## src/rtl/uart_pkg.sv

```systemverilog
`default_nettype none
// ============================================================================
// Module  : uart_pkg
// Brief   : Shared types and constants for the UART transmit/receive datapath.
// Revision: 1.0 - initial release
// ============================================================================
package uart_pkg;

  // Serializer frame phases
  typedef enum logic [2:0] {
    ST_IDLE   = 3'd0,
    ST_START  = 3'd1,
    ST_DATA   = 3'd2,
    ST_PARITY = 3'd3,
    ST_STOP   = 3'd4
  } tx_state_e;

  // Bit positions inside the UART configuration register
  localparam int unsigned CFG_EN_BIT         = 0;
  localparam int unsigned CFG_PARITY_EN_BIT  = 1;
  localparam int unsigned CFG_PARITY_ODD_BIT = 2;
  localparam int unsigned CFG_STOP2_BIT      = 3;

  // Payload bits per frame
  localparam int unsigned DATA_BITS = 8;

  // Parity bit for a byte: even parity makes the total count of ones even
  function automatic logic calc_parity(input logic [DATA_BITS-1:0] data,
                                       input logic                 odd);
    return (^data) ^ odd;
  endfunction

endpackage
`default_nettype wire

```

## src/rtl/uart_baud_cnt.sv

```systemverilog
`default_nettype none
// ============================================================================
// Module  : uart_baud_cnt
// Brief   : Loadable down-counter that measures one bit period. Holds at zero
//           and flags zero both for the current and for the next cycle.
// Revision: 1.0 - initial release
// ============================================================================
module uart_baud_cnt #(
  parameter int unsigned DIV_W = 32
) (
  input  logic             clk,
  input  logic             reset,
  input  logic             load_i,
  input  logic [DIV_W-1:0] load_val_i,
  output logic             tick_o,
  output logic             tick_next_o
);

  localparam logic [DIV_W-1:0] CNT_ONE = DIV_W'(1);

  logic [DIV_W-1:0] cnt_q;
  logic [DIV_W-1:0] cnt_d;

  // Next count: load wins, otherwise count down and saturate at zero
  always_comb begin
    cnt_d = cnt_q;
    if (load_i) begin
      cnt_d = load_val_i;
    end else if (cnt_q != '0) begin
      cnt_d = cnt_q - CNT_ONE;
    end
  end

  // Count register
  always_ff @(posedge clk) begin
    if (reset) begin
      cnt_q <= '0;
    end else begin
      cnt_q <= cnt_d;
    end
  end

  assign tick_o      = (cnt_q == '0);
  assign tick_next_o = (cnt_d == '0);

endmodule
`default_nettype wire

```

## src/rtl/uart_tx_ser.sv

```systemverilog
`default_nettype none
// ============================================================================
// Module  : uart_tx_ser
// Brief   : UART transmit serializer. Pops bytes from the TX FIFO and sends
//           LSB-first frames with optional parity and 1 or 2 stop bits.
//           All outputs come from registers; the pop strobe and tx_done are
//           decided one cycle ahead from the next-state values.
// Revision: 1.0 - initial release
// ============================================================================
module uart_tx_ser
  import uart_pkg::*;
#(
  parameter int unsigned DIV_W = 32
) (
  input  logic                 clk,
  input  logic                 reset,
  input  logic [DIV_W-1:0]     clk_div,
  input  logic                 cfg_en,
  input  logic                 cfg_parity_en,
  input  logic                 cfg_parity_odd,
  input  logic                 cfg_stop2,
  input  logic                 fifo_empty,
  input  logic [DATA_BITS-1:0] fifo_rdata,
  output logic                 fifo_ren,
  output logic                 uart_tx,
  output logic                 busy,
  output logic                 tx_done
);

  localparam logic [DIV_W-1:0] DIV_ONE = DIV_W'(1);

  // A divisor of zero behaves like one
  function automatic logic [DIV_W-1:0] eff_div(input logic [DIV_W-1:0] d);
    return (d == '0) ? DIV_ONE : d;
  endfunction

  tx_state_e            state_q,    state_d;
  logic [DATA_BITS-1:0] shift_q,    shift_d;
  logic                 par_q,      par_d;
  logic [2:0]           idx_q,      idx_d;
  logic                 stop_idx_q, stop_idx_d;
  logic [DIV_W-1:0]     div_q,      div_d;
  logic                 par_en_q,   par_en_d;
  logic                 stop2_q,    stop2_d;
  logic                 tx_q,       tx_d;
  logic                 busy_q,     busy_d;
  logic                 ren_q,      ren_d;
  logic                 done_q,     done_d;

  logic                 start_frame;
  logic                 cnt_load;
  logic [DIV_W-1:0]     cnt_val;
  logic                 cnt_tick;
  logic                 cnt_tick_next;

  uart_baud_cnt #(
    .DIV_W (DIV_W)
  ) u_baud (
    .clk         (clk),
    .reset       (reset),
    .load_i      (cnt_load),
    .load_val_i  (cnt_val),
    .tick_o      (cnt_tick),
    .tick_next_o (cnt_tick_next)
  );

  // Frame sequencing and look-ahead for the registered strobes
  always_comb begin
    state_d     = state_q;
    shift_d     = shift_q;
    par_d       = par_q;
    idx_d       = idx_q;
    stop_idx_d  = stop_idx_q;
    div_d       = div_q;
    par_en_d    = par_en_q;
    stop2_d     = stop2_q;
    start_frame = 1'b0;
    cnt_load    = 1'b0;
    cnt_val     = div_q - DIV_ONE;

    case (state_q)
      ST_IDLE: begin
        // The registered pop strobe marks the capture cycle
        if (ren_q) begin
          start_frame = 1'b1;
        end
      end
      ST_START: begin
        if (cnt_tick) begin
          state_d  = ST_DATA;
          idx_d    = 3'd0;
          cnt_load = 1'b1;
        end
      end
      ST_DATA: begin
        if (cnt_tick) begin
          shift_d  = {1'b0, shift_q[DATA_BITS-1:1]};
          cnt_load = 1'b1;
          if (idx_q == 3'd7) begin
            state_d    = par_en_q ? ST_PARITY : ST_STOP;
            stop_idx_d = 1'b0;
          end else begin
            idx_d = idx_q + 3'd1;
          end
        end
      end
      ST_PARITY: begin
        if (cnt_tick) begin
          state_d    = ST_STOP;
          stop_idx_d = 1'b0;
          cnt_load   = 1'b1;
        end
      end
      ST_STOP: begin
        if (cnt_tick) begin
          if (stop2_q && !stop_idx_q) begin
            stop_idx_d = 1'b1;
            cnt_load   = 1'b1;
          end else if (ren_q) begin
            start_frame = 1'b1;
          end else begin
            state_d = ST_IDLE;
          end
        end
      end
      default: begin
        state_d = ST_IDLE;
      end
    endcase

    // Capture the popped byte and freeze the configuration for this frame
    if (start_frame) begin
      state_d  = ST_START;
      shift_d  = fifo_rdata;
      par_d    = calc_parity(fifo_rdata, cfg_parity_odd);
      div_d    = eff_div(clk_div);
      par_en_d = cfg_parity_en;
      stop2_d  = cfg_stop2;
      cnt_load = 1'b1;
      cnt_val  = eff_div(clk_div) - DIV_ONE;
    end

    // Next cycle is the last cycle of the final stop bit
    done_d = (state_d == ST_STOP) && (stop_idx_d == stop2_q) && cnt_tick_next;

    // Only this block pops the FIFO, so a non-empty flag seen now still holds
    // in the cycle the strobe is presented
    ren_d = cfg_en && !fifo_empty && ((state_d == ST_IDLE) || done_d);

    busy_d = (state_d != ST_IDLE);

    case (state_d)
      ST_START:  tx_d = 1'b0;
      ST_DATA:   tx_d = shift_d[0];
      ST_PARITY: tx_d = par_q;
      default:   tx_d = 1'b1;
    endcase
  end

  // State, datapath and output registers
  always_ff @(posedge clk) begin
    if (reset) begin
      state_q    <= ST_IDLE;
      shift_q    <= '0;
      par_q      <= 1'b0;
      idx_q      <= 3'd0;
      stop_idx_q <= 1'b0;
      div_q      <= '0;
      par_en_q   <= 1'b0;
      stop2_q    <= 1'b0;
      tx_q       <= 1'b1;
      busy_q     <= 1'b0;
      ren_q      <= 1'b0;
      done_q     <= 1'b0;
    end else begin
      state_q    <= state_d;
      shift_q    <= shift_d;
      par_q      <= par_d;
      idx_q      <= idx_d;
      stop_idx_q <= stop_idx_d;
      div_q      <= div_d;
      par_en_q   <= par_en_d;
      stop2_q    <= stop2_d;
      tx_q       <= tx_d;
      busy_q     <= busy_d;
      ren_q      <= ren_d;
      done_q     <= done_d;
    end
  end

  // A reset arriving while a pop is pending must not consume a FIFO entry
  assign fifo_ren = ren_q & ~reset;
  assign uart_tx  = tx_q;
  assign busy     = busy_q;
  assign tx_done  = done_q;

endmodule
`default_nettype wire

```

## config.mk

```make
export PLATFORM = sky130hd
export DESIGN_NAME = uart_tx_ser
export DESIGN_NICKNAME = d
export VERILOG_FILES = /design/src/rtl/uart_pkg.sv /design/src/rtl/uart_baud_cnt.sv /design/src/rtl/uart_tx_ser.sv
export SDC_FILE = /design/constraint.sdc
export NUM_CORES = 1
export LEC_CHECK = 0
export ABC_AREA = 1
export BUFFER_PORTS_ARGS = -buffer_cell sky130_fd_sc_hd__buf_4
export CAP_MARGIN = 20
export CORE_ASPECT_RATIO = 0.75
export CORE_MARGIN = 1
export CORE_UTILIZATION = 50
export DETAILED_ROUTE_END_ITERATION = 7
export GPL_TIMING_DRIVEN = 0
export HOLD_SLACK_MARGIN = 0.03
export PLACE_DENSITY = 0.81
export SLEW_MARGIN = 0
export SYNTH_ARGS = -nofsm -noshare
export SYNTH_HDL_FRONTEND = slang
export SYNTH_SLANG_ARGS = --single-unit
```

## constraint.sdc

```tcl
create_clock -name clk -period 8.58 [get_ports clk]
set_input_delay 1.287 -clock clk [delete_from_list [all_inputs] [get_ports clk]]
set_output_delay 1.287 -clock clk [all_outputs]
set_load 0.01 [all_outputs]
```

# After elaboration in Yosys (flattened, before gate mapping)
# Cells that the tools add are included.
# word_totals
register_bits,86
in_bits,47
output_inout_bits,4
elab_cells,93
# classes
n_addsub,4
n_eq_ne,13
n_mux,37
bitwise,3
reduce_logical,22
# op_table
operator,n
32-bit 2-to-1 mux,4
32-bit logical NOT,3
32-bit by 1-bit subtractor with 32-bit output (second input constant),3
3-bit 2-to-1 mux,12
32-bit nonzero test,1
8-bit 2-to-1 mux,3
3-bit one-hot mux with 5 select lines,1
3-bit by 2-bit == test with 1-bit output (second input constant),4
1-bit 2-to-1 mux,12
3-bit == test (second input constant),3
8-bit XOR reduction,1
3-bit by 1-bit == test with 1-bit output (second input constant),2
3-bit logical NOT,2
2-bit inequality test (second input constant),3
1-bit one-hot mux with 3 select lines,2
3-bit one-hot mux with 2 select lines,1
2-bit nonzero test,3
1-bit logical AND,5
1-bit one-hot mux with 2 select lines,2
4-bit AND reduction,1
3-bit by 1-bit adder with 3-bit output (second input constant),1
3-bit nonzero test,1
3-bit OR reduction,1
1-bit logical NOT,2
6 further kinds,6

# Logic depth before layout (Yosys ltp)
# Gate-level depths: netlist of run 1.
# depth
ltp_word,11
mapped_depth,28
depth_no_buf,28

# Hierarchy
# A second synthesis of run 1 with hierarchy kept.
# hier_totals
hier_cells,1016
area_unflattened_um2,6059.6
# by_module_without_submodules
module,n_inst,cells_per_inst,area_per_inst_um2,seq_area_each_um2
uart_tx_ser,1,577,3580.9,1081.0
uart_baud_cnt,1,439,2478.6,640.6

# Least setup slack after synthesis of run 1
# OpenSTA, ideal clock, no wires.
# synth_timing
path_kind,input port to flip-flop
start,in clk_div[26]
end,"reg done_q, in the netlist tx_done"
setup_time_ns,0.065
arrival_time_ns,3.140
required_time_ns,8.515
setup_slack_ns,5.375
path_stages,23
path_buffers,0
cell_sequence,inv_1 > nand3_1 > nor3_1 > nand2_1 > nor2_1 > nor2_1 > nand2_1 > nand2_2 > ha_1 > inv_1 > nand2_1 > nand2_1 > nor2_1 > nand3_1 > nor2_1 > nand2_1 > nor3_1 > nand3_1 > nor2_1 > nand2_1 > nor2_1 > nand2_1 > nor2_1
# synth_between
elab_chain_cells,7
# synth_rtl
item,line,rtl
start: declaration,uart_tx_ser.sv:17,"input logic [DIV_W-1:0] clk_div,"
32-bit logical NOT,uart_tx_ser.sv:34,return (d == '0) ? DIV_ONE : d;
32-bit 2-to-1 mux (*),uart_tx_ser.sv:34,
32-bit by 1-bit subtractor with 32-bit output (*),uart_tx_ser.sv:140,cnt_val = eff_div(clk_div) - DIV_ONE;
32-bit 2-to-1 mux (*),uart_tx_ser.sv:132,if (start_frame) begin
32-bit 2-to-1 mux (*),uart_baud_cnt.sv:27,if (load_i) begin
32-bit logical NOT (*),uart_baud_cnt.sv:44,assign tick_next_o = (cnt_d == '0);
1-bit logical AND (*),uart_tx_ser.sv:144,done_d = (state_d == ST_STOP) && (stop_idx_d == stop2_q) && cnt_tick_next;
end signal: assignment,uart_tx_ser.sv:187,done_q <= done_d;
end: declaration,uart_tx_ser.sv:48,"logic done_q, done_d;"
# Every way passes the cells marked *; elsewhere a longest branch is shown, timed or not.
# A chain may end at the register's enable or synchronous reset.

# Final worst setup path of run 1
# layout_timing
start,reg u_baud.cnt_q[0]
end,reg ren_q
# layout_between
elab_chain_cells,9
elab_cells_between_ends,30
cone_classes,1 x add/sub; 2 x eq/ne; 19 x mux; 8 x reduce/logical
# layout_rtl
item,line,rtl
start: declaration,uart_baud_cnt.sv:21,logic [DIV_W-1:0] cnt_q;
start signal: assignment,uart_baud_cnt.sv:39,cnt_q <= cnt_d;
branches (longest 7 deep; another with 32-bit by 1-bit subtractor with 32-bit output),n/a,
1-bit logical OR (*),uart_tx_ser.sv:148,ren_d = cfg_en && !fifo_empty && ((state_d == ST_IDLE) || done_d);
1-bit logical AND (*),uart_tx_ser.sv:148,
end signal: assignment,uart_tx_ser.sv:186,ren_q <= ren_d;
end: declaration,uart_tx_ser.sv:47,"logic ren_q, ren_d;"
# Every way passes the cells marked *.

==> out/qor.txt, run 1 <==
Final setup TNS -> 0 ns
Clk network pwr share -> 23.4%
Critical path type -> flop to flop
Net switching power -> 0.764 mW
Final wirelength -> 18200 um
Setup violations, final -> 0
Leakage -> 3.52 nW
Fin crit share -> 48.1%
Maximum VDD drop -> 123 uV
Drt first pass iters -> 5
WL per Instance -> 14.4 um
Area Growth Syn to Fin -> 14.3%
Post-Syn Instances -> 1041
Sw frac -> 44.2%
Routability cong. -> 0.938
R2R depth -> 27
RSZ-0062 raised after global routing -> false
Largest net degree at the start of global routing -> 15
Total Nets Final -> 1153
P_int -> 0.963 mW
Initial antenna violation count -> 0
Mean Syn Cell Area -> 5.82 um2
Count of input and output buffers -> 49
Via density -> 5.34
Terminus of the critical flop-to-flop path -> ren_q$_SDFF_PP0_
Post-CTS setup buffers -> 0
Register area share after synthesis -> 28.4%
Core area -> 0.0117 mm2
Largest cells by area after synthesis -> dfxtp_1 28%, nand2_1 21%, nor2_1 12%
Async set-reset flop share out of synthesis -> 0%
Die W -> 129 um
Worst Setup Start Kind -> flop
Detailed Place HPWL -> 14400 um
Synthesized flop and latch total -> 86
Clock Path Buffers -> 2
Worst EP arrival -> 4.42 ns
Diodes inserted -> 0
Post-synth top area cell -> dfxtp_1
Endpoints failing hold -> 0
CP Capture Point -> ren_q$_SDFF_PP0_
Post-synth EDFFs -> 0
Critical path startpoint -> u_baud.cnt_q[0]$_SDFF_PP0_
Number of global-route vias before repair -> 6054
PwrDens -> 249 mW/mm2
Predominant post-synthesis flop cell -> dfxtp_1
R2R setup slack -> 4.45 ns
CTS tree -> yes
Syn Std Cell Area -> 0.00606 mm2
Crit path max fanout -> 10
Logic gate share of total power -> 47.1%
Fill count -> 1186
Synth unique cells -> 40
DR iter-0 viols -> 763
Cts repair resizes -> 0
Worst skew pair latency -> 0.35 ns
Final instance area -> 0.00693 mm2
Crit end category -> flop
Tmin final -> 4.13 ns
Post-Syn Nets -> 1093
Pins Over Slew Limit -> 0
Relative slew slack -> 49.5%
Achievable clock frequency -> 0.242 GHz
TritonCTS Buffers -> 9
Reg clk slew, reported paths -> 0.07 ns
Vias -> 6770
Hold Buf Count CTS -> 0
Share of cells above drive strength 1 -> 10.6%
DRC Markers -> 0
GRT Util Overall -> 30.4%
Post-synth top cells -> 345 x nand2_1, 201 x nor2_1, 100 x inv_1
Gr ovfl total -> 0
Instance area at placement -> 0.00663 mm2
Worst-Margin Slew -> 0.752 ns
Full die area -> 0.0126 mm2
Reg power frac -> 29.5%
Worst min-delay path class -> flop to flop
Worst Path Required -> 8.87 ns
Initial Utilization -> 51.8%
Worst Skew -> 0.00670 ns
Status -> finished, final reports clean
Die Height -> 97.3 um
R2R Path Start -> u_baud.cnt_q[0]$_SDFF_PP0_
CTS root buf -> clkbuf_16
First-pass GRT wire length -> 29700 um
Post-route ant nets -> 0
Max cap viols -> 0
I/O pins -> 51
FP Rows -> 34
Synth top area share -> 28.4%
Yosys warnings -> 0
H-Tree Depth -> 3
Most common cell in the netlist -> nand2_1
Num Clock Sinks -> 86
## metrics by stage
stage               hold WS [ns]  util, %  instances  worst slack, ns  total power [mW]
floorplan                  0.441        -       1041             5.37              1.12
global placement           0.453     56.7       1252             4.44              1.30
detailed placement         0.458     56.7       1252             4.43              1.31
CTS                        0.470     59.2       1267             4.53              1.71
global route               0.491     59.2       1267             4.12              1.86
finish                     0.470     59.2       1267             4.45              1.73
## power by group through the flow
stage | clock (mW) | sequential [mW] | combinational, mW
2_1_floorplan | 0 | 0.505 | 0.613
3_3_place_gp | 0 | 0.517 | 0.782
3_5_place_dp | 0 | 0.518 | 0.791
4_1_cts | 0.404 | 0.509 | 0.797
5_1_grt | 0.425 | 0.519 | 0.921
6_report | 0.404 | 0.510 | 0.814
## sequential cells by signal, indices dropped and copies added (netlist names)
| register | count |
|---|---|
| stop_idx_q | 1 |
| tx_done | 1 |
| u_baud.cnt_q | 32 |
| idx_q | 3 |
| par_q | 1 |
| shift_q | 8 |
| par_en_q | 1 |
| busy | 1 |
| stop2_q | 1 |
| ren_q | 1 |
| div_q | 32 |
| uart_tx | 1 |
| state_q | 3 |
## critical path: stages, from the launching register on
cell,delay [ns]
dfxtp_1,0.32
inv_1,0.12
ha_1,0.23
nand2_1,0.07
nor2_1,0.16
nand2_1,0.11
nor2_4,0.24
nand3_4,0.16
nand2_4,0.13
buf_6,0.16
buf_6,0.17
nand2_1,0.10
nand2_2,0.10
ha_1,0.19
nand2_1,0.08
nor2_1,0.24
nand2_1,0.20
nor2_1,0.31
nand2_1,0.10
nand2_1,0.06
nand3_1,0.08
nand2_1,0.13
nand2_1,0.07
nor2_1,0.10
nand2_1,0.08
nor2_1,0.09
nand2_1,0.13
a21oi_2,0.13
## how the worst min path moves through the flow
stage | from | to | cells past startpoint
5_1_grt | shift_q[1]$_SDFFE_PP0P_ | shift_q[1]$_SDFFE_PP0P_ | 2
2_1_floorplan | shift_q[7]$_SDFFE_PP0P_ | shift_q[7]$_SDFFE_PP0P_ | 2
4_1_cts | shift_q[2]$_SDFFE_PP0P_ | shift_q[2]$_SDFFE_PP0P_ | 2
3_3_place_gp | shift_q[7]$_SDFFE_PP0P_ | shift_q[7]$_SDFFE_PP0P_ | 2
6_report | shift_q[2]$_SDFFE_PP0P_ | shift_q[2]$_SDFFE_PP0P_ | 2
3_5_place_dp | shift_q[2]$_SDFFE_PP0P_ | shift_q[2]$_SDFFE_PP0P_ | 2
## cells in the final DEF (no fill, tap or decap), types with 3 or more instances in the layout
cell	instances
dfxtp_1	86
nand2_2	12
a22oi_1	4
nand3b_1	24
nand4_1	13
xnor2_1	11
buf_6	5
nor3_1	10
o211ai_1	3
inv_1	100
a21oi_1	26
nor2_4	3
clkbuf_16	9
nor2_1	201
and2_1	3
clkbuf_1	14
o21bai_1	3
buf_2	9
nor2_2	15
ha_1	5
nand2_1	345
buf_4	50
nand3_1	90
xor2_1	14
o21ai_0	25
## per-layer routing
metal,track usage [%],share of wire [%]
met5,0,0
met3,4.46,8.9
met4,7.15,1.4
met2,44.7,42
met1,45.8,48
## kinds of logic (layout without fill, tap and decap cells)
family / after synthesis / in the layout / share of synthesized area [%]
compound gates: 71 / 71 / 6.73
xor+xnor: 25 / 25 / 3.61
fa+ha+maj: 5 / 5 / 1.03
buf+inv: 131 / 195 / 8.98
flops: 86 / 86 / 28.4
simple gates: 723 / 723 / 51.2
## final cells by class
type / instances / area [um2] / area share, %
Multi-Input combinational cell: 824 / 3790 / 54.8
Sequential cell: 86 / 1720 / 24.9
Inverter: 101 / 379 / 5.47
Timing Repair Buffer: 49 / 368 / 5.31
Clock buffer: 10 / 239 / 3.45
Tap cell: 162 / 203 / 2.93
Buffer: 30 / 165 / 2.38
Clock inverter: 5 / 58.8 / 0.849
Power figures use the tool's default switching activity.
==> run 2: changes to the inputs <==
- PLACE_DENSITY: 0.81 -> 0.83
- clock period: 8.58 -> 3.45 ns (I/O delays scaled with it)
==> run 2 against run 1 <==
Compared with the run above: clock skew rose by 0.0039 ns; core utilization rose by 3.9 points; register-to-register slack got worse by 4.3 ns; worst setup slack got worse by 4.3 ns; combinational power rose to 2.9 times the previous value; non-clock buffer count rose by 17; sequential power rose to 2.5 times the previous value; count of clock-buffer cells in the layout rose by 1; design area rose by 6.6%; routed wire length rose by 4.6%; largest power group unchanged.
==> out/qor.txt, run 2 (synthesized netlist as in run 1, its figures left out) <==
Total power -> 4.65 mW (+170%)
Gr ovfl total -> 0 (unchanged)
Via density -> 5.43 (+1.7%)
P_int -> 2.55 mW (+170%)
DRC Markers -> 0 (unchanged)
FP Rows -> 34 (unchanged)
Achievable clock frequency -> 0.302 GHz (+25%)
Clk network pwr share -> 22.2% (-1.2 points)
Vias -> 6977 (+3.1%)
R2R Path Start -> u_baud.cnt_q[0]$_SDFF_PP0_
Commonest cells after routing, fill and taps aside -> 324 x nand2_1, 171 x nor2_1, 97 x inv_1
Crit-path cells -> inv_2, ha_4, nand2_1, nor2_2, nand2_1, nor2_4, nand3_4, buf_4, buf_4, nand3_1, nand2_1, nor2_2, nand2_1, nor2_4, nand2_1, nand2_1, nand3_1, nand2_1, nand2_1, nor2_1, nand2_1, nor2_1, nand2_2, a21oi_2
Number of global-route vias before repair -> 6115 (+1.0%)
Total Nets Final -> 1170 (+1.5%)
Worst Setup Start Kind -> flop
Leakage -> 3.67 nW (+4.3%)
Hold path startpoint -> cfg_parity_en
H-Tree Depth -> 3 (unchanged)
Fin crit share -> 95.9% (+48 points)
Count of non-filler cells in the finished layout -> 1284 (+1.3%)
Relative slew slack -> 47.7% (-1.8 points)
Die Height -> 97.3 um (unchanged)
Tmin final -> 3.31 ns (-0.820 ns)
Met1 usage -> 42.7% (-3.1 points)
Reg clk slew, reported paths -> 0.07 ns (about the same)
Worst EP arrival -> 3.60 ns (-0.82 ns)
Hold-critical path depth -> 3 (+1)
Logic gate share of total power -> 50.1% (+3.0 points)
Worst-Margin Slew -> 0.785 ns (+0.0321 ns)
Initial antenna violation count -> 0 (unchanged)
Largest net degree at the start of global routing -> 20 (+5)
Worst Skew -> 0.0106 ns (+0.00389 ns)
Diodes inserted -> 0 (unchanged)
Worst min-delay path class -> input pin to flop
Top flop regs -> div_q: 32 flops, u_baud.cnt_q: 32 flops, shift_q: 8 flops
Hold Buf Count CTS -> 0 (unchanged)
CTS root buf -> clkbuf_16
Final worst-path setup slack -> 0.143 ns (-4.31 ns)
Global route hottest layer -> met2
R2R depth -> 24 (-11%)
Routability cong. -> 0.943 (+0.55%)
Sw frac -> 45.1% (+0.84 points)
Die W -> 129 um (unchanged)
Place WS -> -0.515 ns (-4.94 ns)
Net switching power -> 2.10 mW (+170%)
Cells after DPL -> 1252 (unchanged)
I/O pins -> 51 (unchanged)
GR Util met3 -> 6.94% (+2.5 points)
Detailed Place HPWL -> 14100 um (-2.2%)
Hold Path End -> par_en_q$_SDFFE_PP0N_
TritonCTS Buffers -> 9 (unchanged)
Slowest-stage cell, CP -> dfxtp_1
Grt met2 use -> 44.9% (+0.12 points)
Critical path type -> flop to flop
Reg power frac -> 27.7% (-1.8 points)
Worst Path Required -> 3.74 ns (-5.13 ns)
Setup violations, final -> 0 (unchanged)
Crit path max fanout -> 10 (unchanged)
Endpoints failing hold -> 0 (unchanged)
Crit end category -> flop
R2R setup slack -> 0.14 ns (-4.31 ns)
Maximum VDD drop -> 358 uV (+190%)
Final wirelength -> 19100 um (+4.6%)
Initial Utilization -> 51.8% (unchanged)
Drt first pass iters -> 5 (unchanged)
Status -> finished, final reports clean
Share of cells above drive strength 1 -> 18.1% (+7.5 points)
CTS tree -> yes
GRT Util Overall -> 30.0% (-0.40 points)
Final setup TNS -> 0 ns (unchanged)
WL per Instance -> 14.9 um (+3.2%)
Pins Over Slew Limit -> 0 (unchanged)
CP most frequent cell -> nand2_1
DR iter-0 viols -> 706 (-7.5%)
Count of input and output buffers -> 49 (unchanged)
Most common cell after layout, fill and taps aside -> nand2_1
Worst skew pair latency -> 0.35 ns (about the same)
Max cap viols -> 0 (unchanged)
PwrDens -> 630 mW/mm2 (+150%)
Terminus of the critical flop-to-flop path -> ren_q$_SDFF_PP0_
Full die area -> 0.0126 mm2 (unchanged)
Critical path's largest stage delay -> 0.33 ns (about the same)
Hold_ws -> 0.386 ns (-0.0842 ns)
Area Growth Syn to Fin -> 21.9%
Clock Path Buffers -> 2 (unchanged)
Core area -> 0.0117 mm2 (unchanged)
Num Clock Sinks -> 86 (unchanged)
Post-route ant nets -> 0 (unchanged)
First-pass GRT wire length -> 29400 um (-1.1%)
-- run 2: changes by cell type in the layout (fill, tap and decap cells not counted), sizes merged --
cell      change
clkbuf        +5
buf          +13
inv           -1
clkinvlp      -2
clkinv        +2
-- run 2: metal layers --
metal  vias up  share of wire [%]
li1       3433                  -
met3        28                9.4
met1      3200                 46
met5         -                  0
met2       316                 43
met4         0                1.2
-- run 2: worst max-delay path by stage --
| stage | startpoint | end | slack [ns] | depth (start not counted) |
|---|---|---|---|---|
| 5_1_grt | u_baud.cnt_q[6]$_SDFF_PP0_ | tx_done$_SDFF_PP0_ | -0.05 | 24 |
| 4_1_cts | u_baud.cnt_q[0]$_SDFF_PP0_ | ren_q$_SDFF_PP0_ | 0.002 | 20 |
| 3_3_place_gp | u_baud.cnt_q[0]$_SDFF_PP0_ | ren_q$_SDFF_PP0_ | -0.48 | 27 |
| 6_report | u_baud.cnt_q[0]$_SDFF_PP0_ | ren_q$_SDFF_PP0_ | 0.14 | 24 |
| 3_5_place_dp | u_baud.cnt_q[0]$_SDFF_PP0_ | ren_q$_SDFF_PP0_ | -0.51 | 27 |
| 2_1_floorplan | u_baud.cnt_q[0]$_SDFF_PP0_ | ren_q$_SDFF_PP0_ | 0.47 | 27 |
-- run 2: area by class of cell --
type                            instances  area (um2)
Buffer                                 29         181
Clock buffer                           11         253
Sequential cell                        86        1730
Timing Repair Buffer                   67         503
Fill cell                            1104        4310
Inverter                              101         379
Clock inverter                          4        56.3
Multi-Input combinational cell        824        4090
Tap cell                              162         203
-- run 2: stage by stage --
stage	util [%]	area, um2
6_report	63.1	7390
2_1_floorplan	-	6060
4_1_cts	59.9	7010
5_1_grt	63.1	7390
3_5_place_dp	56.7	6630
3_3_place_gp	56.7	6630
-- run 2: what timing repair did --
| item | CTS | global route |
|---|---|---|
| pin swaps | 4 | 21 |
| cloned | 0 | 0 |
| endpoints found under the setup margin | 4 | 2 |
| buffers inserted | 4 | 14 |
| endpoints found under the hold margin | 0 | 0 |
| gates resized for setup | 17 | 86 |
-- run 2: power by group through the flow --
stage          logic [mW]  clock network [mW]  registers [mW]
3_5_place_dp         1.95                   0            1.29
2_1_floorplan        1.52                   0            1.26
6_report             2.33                1.03            1.29
4_1_cts              2.02                1.02            1.27
5_1_grt              2.58                1.06            1.31
3_3_place_gp         1.93                   0            1.29
-- run 2: critical path, delay by kind of cell (launching register included) --
kind | cells | cell delay, ns
buffers and inverters | 3 | 0.45
flip-flops | 1 | 0.33
AO/OA/AOI/OAI | 1 | 0.12
adder cells (fa/ha/maj) | 1 | 0.15
AND/OR/NAND/NOR | 19 | 2.20
